File: config.mk
export PLATFORM = sky130hd
export DESIGN_NAME = vscpu_boot_loader_flat
export DESIGN_NICKNAME = d
export VERILOG_FILES = /design/src/rtl/vscpu_boot_loader_if.sv /design/src/rtl/vscpu_boot_loader.sv /design/src/flat_wrapper.sv
export SDC_FILE = /design/constraint.sdc
export NUM_CORES = 1
export LEC_CHECK = 0
export ABC_AREA = 1
export BUFFER_PORTS_ARGS = -buffer_cell sky130_fd_sc_hd__buf_2
export CAP_MARGIN = 10
export CORE_ASPECT_RATIO = 2
export CORE_MARGIN = 2
export CORE_UTILIZATION = 35
export DETAILED_ROUTE_END_ITERATION = 8
export PLACE_DENSITY = 0.59
export SLEW_MARGIN = 30
export SYNTH_ARGS = -nofsm -noshare
export SYNTH_HDL_FRONTEND = slang
export SYNTH_SLANG_ARGS = --single-unit
File: constraint.sdc
create_clock -name clk -period 2.1 [get_ports clk]
set_input_delay 0.315 -clock clk [delete_from_list [all_inputs] [get_ports clk]]
set_output_delay 0.315 -clock clk [all_outputs]
set_load 0.02 [all_outputs]
File: src/rtl/vscpu_boot_loader_if.sv
// Byte-stream handshake between a UART/host byte source and the boot loader.
interface vscpu_boot_loader_if;
    logic       i_byte_valid;
    logic [7:0] i_byte_data;
    logic       o_byte_ready;

    modport master (output i_byte_valid, output i_byte_data, input o_byte_ready);
    modport slave  (input i_byte_valid, input i_byte_data, output o_byte_ready);
endinterface

File: src/rtl/vscpu_boot_loader.sv
// Boot loader: assembles a big-endian word stream into blram from address 0,
// then releases the CPU and passes its RAM write traffic straight through.
module vscpu_boot_loader #(
    parameter int SIZE  = 14,
    parameter int DEPTH = 1024
) (
    input  logic                 clk,
    input  logic                 rst,
    vscpu_boot_loader_if.slave   byte_if,
    output logic                 o_cpu_rst,
    output logic                 o_done,
    output logic                 o_error,
    output logic [15:0]          o_words_loaded,
    input  logic                 i_cpu_wrEn,
    input  logic [SIZE-1:0]      i_cpu_addr,
    input  logic [31:0]          i_cpu_data,
    output logic                 o_ram_we,
    output logic [SIZE-1:0]      o_ram_addr,
    output logic [31:0]          o_ram_data
);

    typedef enum logic [2:0] {
        S_HDR_HI = 3'd0,
        S_HDR_LO = 3'd1,
        S_DATA   = 3'd2,
        S_WRITE  = 3'd3,
        S_DONE   = 3'd4,
        S_ERR    = 3'd5
    } state_t;

    localparam logic [16:0] DEPTH_W = 17'(DEPTH);

    state_t      state_r;
    state_t      state_nxt_s;
    logic [15:0] count_r;
    logic [15:0] word_idx_r;
    logic [1:0]  byte_idx_r;
    logic [31:0] shift_r;
    logic        cpu_rst_r;
    logic        done_r;
    logic        error_r;
    logic        ready_s;
    logic        xfer_s;
    logic [15:0] hdr_count_s;

    // Byte acceptance depends on state only; reset forces ready low.
    always_comb begin
        ready_s = 1'b0;
        case (state_r)
            S_HDR_HI, S_HDR_LO, S_DATA, S_ERR: ready_s = 1'b1;
            default:                           ready_s = 1'b0;
        endcase
    end

    assign byte_if.o_byte_ready = ready_s & ~rst;
    assign xfer_s               = byte_if.i_byte_valid & ready_s & ~rst;
    assign hdr_count_s          = {count_r[15:8], byte_if.i_byte_data};

    // Next-state logic of the load sequencer.
    always_comb begin
        state_nxt_s = state_r;
        case (state_r)
            S_HDR_HI: begin
                if (xfer_s) state_nxt_s = S_HDR_LO;
                else        state_nxt_s = state_r;
            end
            S_HDR_LO: begin
                if (!xfer_s)                            state_nxt_s = state_r;
                else if (hdr_count_s == 16'd0)          state_nxt_s = S_DONE;
                else if ({1'b0, hdr_count_s} > DEPTH_W) state_nxt_s = S_ERR;
                else                                    state_nxt_s = S_DATA;
            end
            S_DATA: begin
                if (xfer_s && (byte_idx_r == 2'd3)) state_nxt_s = S_WRITE;
                else                                state_nxt_s = state_r;
            end
            S_WRITE: begin
                if ((word_idx_r + 16'd1) == count_r) state_nxt_s = S_DONE;
                else                                 state_nxt_s = S_DATA;
            end
            S_DONE:  state_nxt_s = S_DONE;
            S_ERR:   state_nxt_s = S_ERR;
            default: state_nxt_s = S_HDR_HI;
        endcase
    end

    // State register.
    always_ff @(posedge clk) begin
        if (rst) state_r <= S_HDR_HI;
        else     state_r <= state_nxt_s;
    end

    // Header count, byte assembly, word index and status flags.
    always_ff @(posedge clk) begin
        if (rst) begin
            count_r    <= 16'd0;
            word_idx_r <= 16'd0;
            byte_idx_r <= 2'd0;
            shift_r    <= 32'd0;
            cpu_rst_r  <= 1'b1;
            done_r     <= 1'b0;
            error_r    <= 1'b0;
        end else begin
            if (xfer_s && (state_r == S_HDR_HI)) count_r[15:8] <= byte_if.i_byte_data;
            if (xfer_s && (state_r == S_HDR_LO)) begin
                count_r[7:0] <= byte_if.i_byte_data;
                byte_idx_r   <= 2'd0;
            end
            if (xfer_s && (state_r == S_DATA)) begin
                shift_r    <= {shift_r[23:0], byte_if.i_byte_data};
                byte_idx_r <= byte_idx_r + 2'd1;
            end
            if (state_r == S_WRITE) word_idx_r <= word_idx_r + 16'd1;
            // Flags follow the next state so the CPU leaves reset in the first DONE cycle.
            cpu_rst_r <= (state_nxt_s != S_DONE);
            done_r    <= (state_nxt_s == S_DONE);
            error_r   <= (state_nxt_s == S_ERR);
        end
    end

    // RAM port ownership: loader while writing, CPU pass-through once done.
    always_comb begin
        o_ram_we   = 1'b0;
        o_ram_addr = {SIZE{1'b0}};
        o_ram_data = 32'd0;
        case (state_r)
            S_WRITE: begin
                o_ram_we   = 1'b1;
                o_ram_addr = word_idx_r[SIZE-1:0];
                o_ram_data = shift_r;
            end
            S_DONE: begin
                o_ram_we   = i_cpu_wrEn;
                o_ram_addr = i_cpu_addr;
                o_ram_data = i_cpu_data;
            end
            default: begin
                o_ram_we   = 1'b0;
                o_ram_addr = {SIZE{1'b0}};
                o_ram_data = 32'd0;
            end
        endcase
    end

    assign o_cpu_rst      = cpu_rst_r;
    assign o_done         = done_r;
    assign o_error        = error_r;
    assign o_words_loaded = word_idx_r;

endmodule
File: src/flat_wrapper.sv
// flat-port wrapper written by rule: the top's interface ports become plain ports
module vscpu_boot_loader_flat 
#(
    parameter int SIZE  = 14,
    parameter int DEPTH = 1024
)
  (clk, rst, o_cpu_rst, o_done, o_error, o_words_loaded, i_cpu_wrEn, i_cpu_addr, i_cpu_data, o_ram_we, o_ram_addr, o_ram_data, byte_if_i_byte_valid, byte_if_i_byte_data, byte_if_o_byte_ready);
  vscpu_boot_loader_if byte_if_i ();
  input  logic clk;
  input  logic rst;
  output logic o_cpu_rst;
  output logic o_done;
  output logic o_error;
  output logic [15:0] o_words_loaded;
  input  logic i_cpu_wrEn;
  input  logic [SIZE-1:0] i_cpu_addr;
  input  logic [31:0] i_cpu_data;
  output logic o_ram_we;
  output logic [SIZE-1:0] o_ram_addr;
  output logic [31:0] o_ram_data;
  input wire logic [$bits(byte_if_i.i_byte_valid)-1:0] byte_if_i_byte_valid;
  input wire logic [$bits(byte_if_i.i_byte_data)-1:0] byte_if_i_byte_data;
  output wire logic [$bits(byte_if_i.o_byte_ready)-1:0] byte_if_o_byte_ready;
  assign byte_if_i.i_byte_valid = byte_if_i_byte_valid;
  assign byte_if_i.i_byte_data = byte_if_i_byte_data;
  assign byte_if_o_byte_ready = byte_if_i.o_byte_ready;
  vscpu_boot_loader #(.SIZE(SIZE), .DEPTH(DEPTH)) u_core (.clk(clk), .rst(rst), .byte_if(byte_if_i), .o_cpu_rst(o_cpu_rst), .o_done(o_done), .o_error(o_error), .o_words_loaded(o_words_loaded), .i_cpu_wrEn(i_cpu_wrEn), .i_cpu_addr(i_cpu_addr), .i_cpu_data(i_cpu_data), .o_ram_we(o_ram_we), .o_ram_addr(o_ram_addr), .o_ram_data(o_ram_data));
endmodule
# ---- Word level (Yosys, flattened, before mapping)
# Cells that the tools add are included.
dict set report totals {
  register_bits 72
  output_inout_bits 67
  elab_cells 47
}
dict set report classes {
  addsub 2
  order_cmp 1
  eq_ne 10
  n_mux 13
  bitwise_logic 4
  n_reduce_logical 8
}
# op count
set ops {}
lappend ops {{one-hot mux 32 bit (2 select lines)} 1}
lappend ops {{one-hot mux 14 bit (2 select lines)} 1}
lappend ops {{2-to-1 mux 3 bit} 6}
lappend ops {{one-hot mux 3 bit (6 select lines)} 1}
lappend ops {{adder 16 x 1 -> 16 bit (second input constant)} 1}
lappend ops {{== test 16 bit} 1}
lappend ops {{greater-than comparator 16 x 11 -> 1 bit (second input constant)} 1}
lappend ops {{zero test 16 bit} 1}
lappend ops {{== test 3 bit (second input constant)} 4}
lappend ops {{== test 3 x 2 -> 1 bit (second input constant)} 2}
lappend ops {{logical AND 1 bit} 4}
lappend ops {{2-to-1 mux 2 bit} 2}
lappend ops {{OR reduction 4 bit} 1}
lappend ops {{bitwise AND 1 bit} 3}
lappend ops {{== test 3 x 1 -> 1 bit (second input constant)} 1}
lappend ops {{zero test 3 bit} 1}
lappend ops {{inequality test 3 bit (second input constant)} 1}
lappend ops {{adder 2 x 1 -> 2 bit (second input constant)} 1}
lappend ops {{== test 2 bit (second input constant)} 1}
lappend ops {{one-hot mux 1 bit (2 select lines)} 1}
lappend ops {{nonzero test 2 bit} 1}
lappend ops {{2-to-1 mux 1 bit} 1}
lappend ops {{NOT 1 bit} 1}

# ---- Logic depth before layout (Yosys ltp)
# Gate-level depths: netlist of run 1.
dict set report depth {
  depth_word 9
  depth_mapped 15
  mapped_depth_nobuf 15
}

# ---- Worst setup path after synthesis of run 1
# Ideal clock, no wire load.
dict set report synth_timing {
  kind {register -> register}
  start {reg u_core.word_idx_r[0] (netlist: u_core.o_words_loaded[0])}
  end {reg u_core.done_r (netlist: u_core.o_done)}
  setup_ps 64
  arrival_time_ps 1817
  required_ps 2036
  slack_ps 219
  path_stages_with_launch 14
  n_path_buf 0
  cell_sequence {dfxtp_1 > ha_1 > nand2_1 > nor2_4 > nand2_4 > nor2_4 > nand2_1 > nand3_1 > nand3_1 > nor2_1 > nand4_1 > nand2_1 > nand2_2 > nor2_1}
}
dict set report synth_via {
  elab_chain_cells 5
}
# item line
set synth_rtl {}
lappend synth_rtl {{start, declared} vscpu_boot_loader.sv:36} ;# logic [15:0] word_idx_r;
lappend synth_rtl {{start signal, assigned} vscpu_boot_loader.sv:113} ;# if (state_r == S_WRITE) word_idx_r <= word_idx_r + 16'd1;
lappend synth_rtl {{adder 16 x 1 -> 16 bit} vscpu_boot_loader.sv:78} ;# if ((word_idx_r + 16'd1) == count_r) state_nxt_s = S_DONE;
lappend synth_rtl {{== test 16 bit} vscpu_boot_loader.sv:78}
lappend synth_rtl {{2-to-1 mux 3 bit} vscpu_boot_loader.sv:78}
lappend synth_rtl {{one-hot mux 3 bit (6 select lines)} vscpu_boot_loader.sv:62} ;# case (state_r)
lappend synth_rtl {{== test 3 bit} vscpu_boot_loader.sv:116} ;# done_r <= (state_nxt_s == S_DONE);
lappend synth_rtl {{end signal, assigned} vscpu_boot_loader.sv:116}
lappend synth_rtl {{end, declared} vscpu_boot_loader.sv:40} ;# logic done_r;
# No other way between the ends.
# A chain may end at the register's enable or synchronous reset.

# ---- Worst setup path in the final report of run 1
dict set report layout_timing {
  start {reg u_core.state_r[1]}
  end {out o_ram_addr[3]}
}
dict set report layout_via {
  elab_chain_cells 2
  elab_cells_between_ends 3
  cone_classes {eq/ne (2); mux (1)}
}
# item line
set layout_rtl {}
lappend layout_rtl {{start, declared} vscpu_boot_loader.sv:33} ;# state_t state_r;
lappend layout_rtl {{start signal, assigned} vscpu_boot_loader.sv:90} ;# else state_r <= state_nxt_s;
lappend layout_rtl {{== test 3 bit / == test 3 x 2 -> 1 bit (equally long branches)} vscpu_boot_loader.sv:126} ;# case (state_r)
lappend layout_rtl {{one-hot mux 14 bit (2 select lines) *} vscpu_boot_loader.sv:126}
lappend layout_rtl {{end, declared} flat_wrapper.sv:19} ;# output logic [SIZE-1:0] o_ram_addr;
# Every way passes the cells marked *; elsewhere a longest branch is shown, timed or not.

==> impl_metrics.yaml, run 1 <==
run_status:
  status: "completed"
detailed_routing:
  vias: 4371
  drtPass1Iterations: 5
  drtIter0Drc: 201
  drc_errors: 0
  drt_wl_total_um: 12600
  routed_via_density: 5.18
  ant_nets: 0
  wl_per_cell_um: 15.0
clocking:
  cts_tree: "yes"
  clockRootBuffer: "clkbuf_16"
  cts_hold_buf: 0
  cts_sinks: 72
  cts_max_level: 3
  cts_buffer_depth: 2
  cts.clk_slew.worst_paths_ps: 60
  cts_made_buffers: 9
  clkLatencyLatePin_ps: 330
finish:
  fillers: 1175
  area_growth_pct: 31.0
  drive_gt1_share_pct: 28.8
  n_antenna_cell: 0
  finalNetCount: 759
  fin_cells: 844
timing:
  timing.final.crit_share_pct: 96.0
  fin_skew_ps: 8.75
  final-setup-viol-count: 0
  max_freq_mhz: 496
  worst_pin_slew_ps: 556
  hold_slack_ps: 292
  drv_slew: 0
  grt_setup_unrepaired: "no"
  worst_slew_margin_rel_pct: 63.0
  fin_tns_setup_ps: 0
  period_minus_slack_ps: 2020
  hold_viol: 0
floorplanning:
  ioPinCount: 125
  core_area_mm2: 0.0109
  die_area_mm2: 0.0122
  die_w_um: 79.0
  dieHeight_um: 154
  start_util_pct: 36.0
  rows: 54
setup_path:
  crit_chain: "nand2_1, nor2_4, inv_1, buf_4, o21ai_0, buf_2"
  cp-start-kind: "flop"
  criticalPathCategory: "flop to primary output"
  cp_top_family: "buffers and inverters"
  crit_path_max_fanout: 24
  arrival_ps: 1700
  reg2reg_slack_ps: 160
  slowest_stage: "dfxtp_2"
  r2r-end: "u_core.o_error"
  cp_data_required_time_ps: 1780
  critPathMaxStageDelay_ps: 390
  rr_startpoint: "u_core.o_words_loaded[1]"
  rr_worst_depth: 13
  cp_num_buf_inv: 3
  endpoint_kind: "primary output"
logic_synthesis:
  synthMostInstantiatedCell: "nor2_1"
  syn_inst: 574
  yosys.area.top_type_share_pct: 36.6
  synth_edf_count: 0
  synth_area_mm2: 0.00394
  synthArstFlopShare_pct: 0
  syn-num-nets: 634
  yosysWarnings: 0
  synth.area.top_cells: "dfxtp_1 37%, o21ai_0 9.4%, a32o_1 8.4%"
  ys_types: 30
  yosysTopAreaCell: "dfxtp_1"
  ys_top_cells_by_count: "83 x nor2_1, 81 x nand2_1, 74 x o21ai_0"
  synth-main-ff-cell: "dfxtp_1"
  ys_seq_area_share_pct: 36.6
  ys_seq_elements: 72
  syn_area_per_cell_um2: 6.87
grt:
  grt_pass1_wl_um: 20000
  grt_start_max_net_pins: 62
  grt.total_usage_pct: 20.9
  antenna_found_initial: 0
  grt_overflow: 0
  grt_pass1_vias: 4174
placed_design:
  dpl.hpwl_um: 9640
  io_buffers: 124
  gp_congestion: 0.952
  dp.cells: 827
min_path:
  min_from: "byte_if_i_byte_data[5]"
  hold_path_end: "u_core.shift_r[5]"
  worstHoldPathType: "input pin to flop"
  hold_depth: 3
power:
  leakagePower_nw: 2.51
  powerDensity_mw_per_mm2: 653
  vdd_drop_max_mv: 0.371
flow_run:
  drv_cap: 0
## worst max path at each step
stage | slack (ps) | to | cells past startpoint | start
detailed placement | 100 | u_core.o_error | 13 | u_core.o_words_loaded[0]
floorplan | 220 | u_core.o_done | 13 | u_core.o_words_loaded[0]
CTS | 40 | o_ram_addr[3] | 6 | u_core.state_r[1]
global route | 5 | u_core.o_done | 12 | u_core.o_words_loaded[7]
finish | 80 | o_ram_addr[3] | 6 | u_core.state_r[1]
global placement | 190 | u_core.o_error | 13 | u_core.o_words_loaded[0]
## worst register-to-register path, stage by stage, from the launching register on
cell     delay [ps]
dfxtp_2         330
ha_2            190
nand2_2          90
nor2_4          230
nand2_2          80
nand3_1          80
nand3_1          90
nor2_2          190
nand2_1          90
nor2_2          110
nand4_1         110
nand2_2         120
nand2_2          70
nor2_2          110
## kinds of logic after synthesis
group | share of synthesized area (%)
AOI/OAI and AO/OA | 23.7
xor gates and xnor gates | 0.445
adders and majority gates | 0.635
buffers and inverters | 9.46
DFF | 36.6
and+or+nand+nor | 29.1
## cell type report
type	count	area [µm²]	share of cell area, %
multi-input combinational	408	2180	42.3
sequential	72	1450	28.0
timing repair buffer	147	806	15.6
clock buffer	12	267	5.16
inverter	61	234	4.53
tap	140	175	3.39
clock inverter	4	51.3	0.993
## layout by cell type (no fill, tap or decap), types with 8 or more instances in the layout
master,instances
nor2_2,12
nand2_1,77
buf_4,22
nor2_1,73
nand4_1,9
o21ai_0,72
nor2_4,8
inv_1,59
nand3_1,58
a32o_1,33
a21oi_1,30
clkbuf_16,9
buf_2,124
dfxtp_1,67
## power by group
part           switching (mW)  leakage (nW)  internal (mW)
clock                   0.578         0.155           1.02
combinational           0.224          1.77          0.131
sequential             0.0231         0.584           1.40
## per-layer routing
metal	GRT usage (%)	wire length, µm	vias up
li1	-	-	2217
met1	21.0	4630	1997
met2	39.9	6930	124
met3	2.93	554	33
met4	11.2	529	0
met5	0	0	-
## through the flow
step	worst slack [ps]	power, mW	instance area (µm²)	util (%)
6_report	83.8	3.37	5160	47.2
4_1_cts	44.6	3.40	5110	46.7
3_3_place_gp	191	1.80	4790	43.8
3_5_place_dp	96.2	1.80	4790	43.8
2_1_floorplan	219	1.65	3940	-
5_1_grt	4.57	3.50	5160	47.2
## sequential cells by signal, summed over array words and instances, names as in the netlist
signal	flops
u_core.shift_r	32
u_core.byte_idx_r	2
u_core.state_r	3
u_core.o_error	1
u_core.o_words_loaded	16
u_core.o_done	1
u_core.o_cpu_rst	1
u_core.count_r	16
## repair_timing
item                       in CTS  in global routing
pin swaps                       0                  5
gates resized for setup         3                 18
setup buffers                   0                  1
setup endpoints to repair       6                  5
Power figures use the tool's default switching activity.
==> inputs of run 2 (changes only) <==
--- a/config.mk
+++ b/config.mk
@@ -6,13 +6,16 @@
 export NUM_CORES = 1
 export LEC_CHECK = 0
 export ABC_AREA = 1
+export ABC_CLOCK_PERIOD_IN_PS = 2100
 export BUFFER_PORTS_ARGS = -buffer_cell sky130_fd_sc_hd__buf_2
 export CAP_MARGIN = 10
+export CELL_PAD_IN_SITES_DETAIL_PLACEMENT = 1
+export CELL_PAD_IN_SITES_GLOBAL_PLACEMENT = 1
 export CORE_ASPECT_RATIO = 2
 export CORE_MARGIN = 2
 export CORE_UTILIZATION = 35
 export DETAILED_ROUTE_END_ITERATION = 8
-export PLACE_DENSITY = 0.59
+export PLACE_DENSITY = 0.8
 export SLEW_MARGIN = 30
 export SYNTH_ARGS = -nofsm -noshare
 export SYNTH_HDL_FRONTEND = slang
==> impl_metrics.yaml, run 2 (synthesis results as in run 1) <==
detailed_routing:
  drc_errors: 0
  drt_wl_total_um: 15400
  wl_per_cell_um: 18.1
  drtIter0Drc: 162
  routed_via_density: 5.46
  ant_nets: 0
  drtPass1Iterations: 4
  vias: 4634
power:
  leakagePower_nw: 2.57
  powerDensity_mw_per_mm2: 666
  vdd_drop_max_mv: 0.431
  pwr-share-clk_pct: 48.9
  switching_share_pct: 24.0
  p_int_mw: 2.67
  power_switching_uw: 844
  seqPwrFrac_pct: 40.5
  combPwrFrac_pct: 10.6
flow_run:
  drv_cap: 0
timing:
  grt_setup_unrepaired: "yes"
  worst_slew_margin_rel_pct: 61.5
  max_freq_mhz: 480
  fin_skew_ps: 5.85
  hold_viol: 0
  worst_pin_slew_ps: 577
  drv_slew: 0
  period_minus_slack_ps: 2080
  fin_tns_setup_ps: 0
  worst_slack_ps: 15.7
  final-setup-viol-count: 0
  timing.final.crit_share_pct: 99.3
setup_path:
  rr_worst_depth: 15
  crit_path_max_fanout: 5
  r2r-end: "u_core.o_done"
  crit_end: "o_ram_addr[0]"
  cp_top_family: "simple AND/OR/NAND/NOR gates"
  cp_data_required_time_ps: 1780
  slowest_stage: "dfxtp_2"
  rr_startpoint: "u_core.o_words_loaded[0]"
  criticalPathCategory: "flop to primary output"
  critPathMaxStageDelay_ps: 390
  reg2reg_slack_ps: 60
  crit_chain: "nand2_1, nor2_4, inv_1, nor2_1, a31o_2, buf_2"
  worst-path-stages: 6
  cp-start-kind: "flop"
  endpoint_kind: "primary output"
  cp_num_buf_inv: 2
  startpoint: "u_core.state_r[1]"
  arrival_ps: 1770
placed_design:
  dpl.hpwl_um: 11200
  gp_congestion: 0.872
  pre_cts_ws_ps: 70.0
  io_buffers: 124
floorplanning:
  core_area_mm2: 0.0109
  die_w_um: 79.0
  die_area_mm2: 0.0122
  dieHeight_um: 154
  start_util_pct: 36.0
  ioPinCount: 125
  rows: 54
grt:
  grtUsageMet1_pct: 22.7
  top_usage_layer: "met2"
  grt_overflow: 0
  grt_start_max_net_pins: 62
  antenna_found_initial: 1
  use_met3_pct: 3.81
  use_met2_pct: 47.3
  grt_pass1_vias: 4807
  grt.total_usage_pct: 24.5
  grt_pass1_wl_um: 23400
finish:
  finalNetCount: 762
  largest_reg_flops: 32
  regArea_mm2: 0.00146
  final_core_util_pct: 48.2
  final_common_cell: "buf_2"
  top_register: "u_core.shift_r"
  layout_common_cells: "124 x buf_2, 75 x nor2_1, 73 x nand2_1, 69 x o21ai_0, 61 x dfxtp_1"
  area_growth_pct: 33.7
  drive_gt1_share_pct: 30.4
  multi_input_area_mm2: 0.00223
  fillers: 1469
clocking:
  cts_sinks: 72
  cts_tree: "yes"
  clkLatencyLatePin_ps: 340
  cts_buffer_depth: 2
  cts_made_buffers: 9
  cts_hold_buf: 0
  cts.clk_slew.worst_paths_ps: 60
  clockRootBuffer: "clkbuf_16"
  cts_max_level: 3
run_status:
  status: "completed"
min_path:
  worstHoldPathType: "input pin to flop"
-- run 2: changes by cell type in the layout (fill, tap and decap cells not counted), sizes merged --
cell	change
clkinvlp	-1
buf	+3
bufinv	+1
diode	+1
clkbuf	+2
clkinv	-2
-- run 2: worst min path at each step --
stage / from / end / depth (start not counted)
detailed placement: u_core.byte_idx_r[0] / u_core.byte_idx_r[0] / 1
global route: byte_if_i_byte_data[0] / u_core.shift_r[0] / 3
global placement: u_core.byte_idx_r[0] / u_core.byte_idx_r[0] / 1
floorplan: u_core.byte_idx_r[0] / u_core.byte_idx_r[0] / 1
CTS: byte_if_i_byte_data[0] / u_core.shift_r[0] / 3
finish: byte_if_i_byte_data[0] / u_core.shift_r[0] / 3
-- run 2: power by group through the flow --
stage	registers [mW]	logic, mW	clock network, mW
after global placement	1.45	0.350	0
final	1.42	0.373	1.72
after global routing	1.42	0.411	1.80
after floorplan	1.45	0.206	0
after CTS	1.42	0.365	1.73
after detailed placement	1.45	0.361	0
-- run 2: worst min-delay path: stages --
cell	delay (ps)
buf_2	130
nor2_1	50
nor2_1	90
-- run 2: timing repair --
| action | 4_1_cts | 5_1_grt |
|---|---|---|
| resized for setup | 3 | 40 |
| setup endpoints to repair | 8 | 9 |
| cloned | 0 | 0 |
| buffers inserted | 0 | 5 |
| endpoints found under the hold margin | 0 | 0 |
| pin swaps | 0 | 15 |
-- run 2: cell type report --
| class | instances | area share (%) |
|---|---|---|
| diodes | 1 | 0.0475 |
| clock buffers | 14 | 5.20 |
| clock inverters | 2 | 1.14 |
| inverters | 61 | 4.44 |
| multi-input cells | 408 | 42.3 |
| flip-flops and latches | 72 | 27.7 |
| well taps | 140 | 3.32 |
| repair buffers | 150 | 15.9 |
-- run 2: through the flow --
stage / cells / instance area (µm²) / hold WS (ps) / power (mW)
after floorplan: 574 / 3940 / 429 / 1.65
after global placement: 826 / 4780 / 445 / 1.80
after detailed placement: 826 / 4780 / 483 / 1.81
after CTS: 842 / 5120 / 277 / 3.52
after global routing: 848 / 5270 / 311 / 3.63
final: 848 / 5270 / 278 / 3.51
-- run 2: per-layer routing --
| metal | up-vias | routed length, µm | share of wire, % |
|---|---|---|---|
| met5 | - | 0 | 0 |
| met4 | 0 | 957 | 6.2 |
| met3 | 53 | 619 | 4.0 |
| met2 | 150 | 8590 | 56 |
| met1 | 2211 | 5210 | 34 |
| li1 | 2220 | - | - |
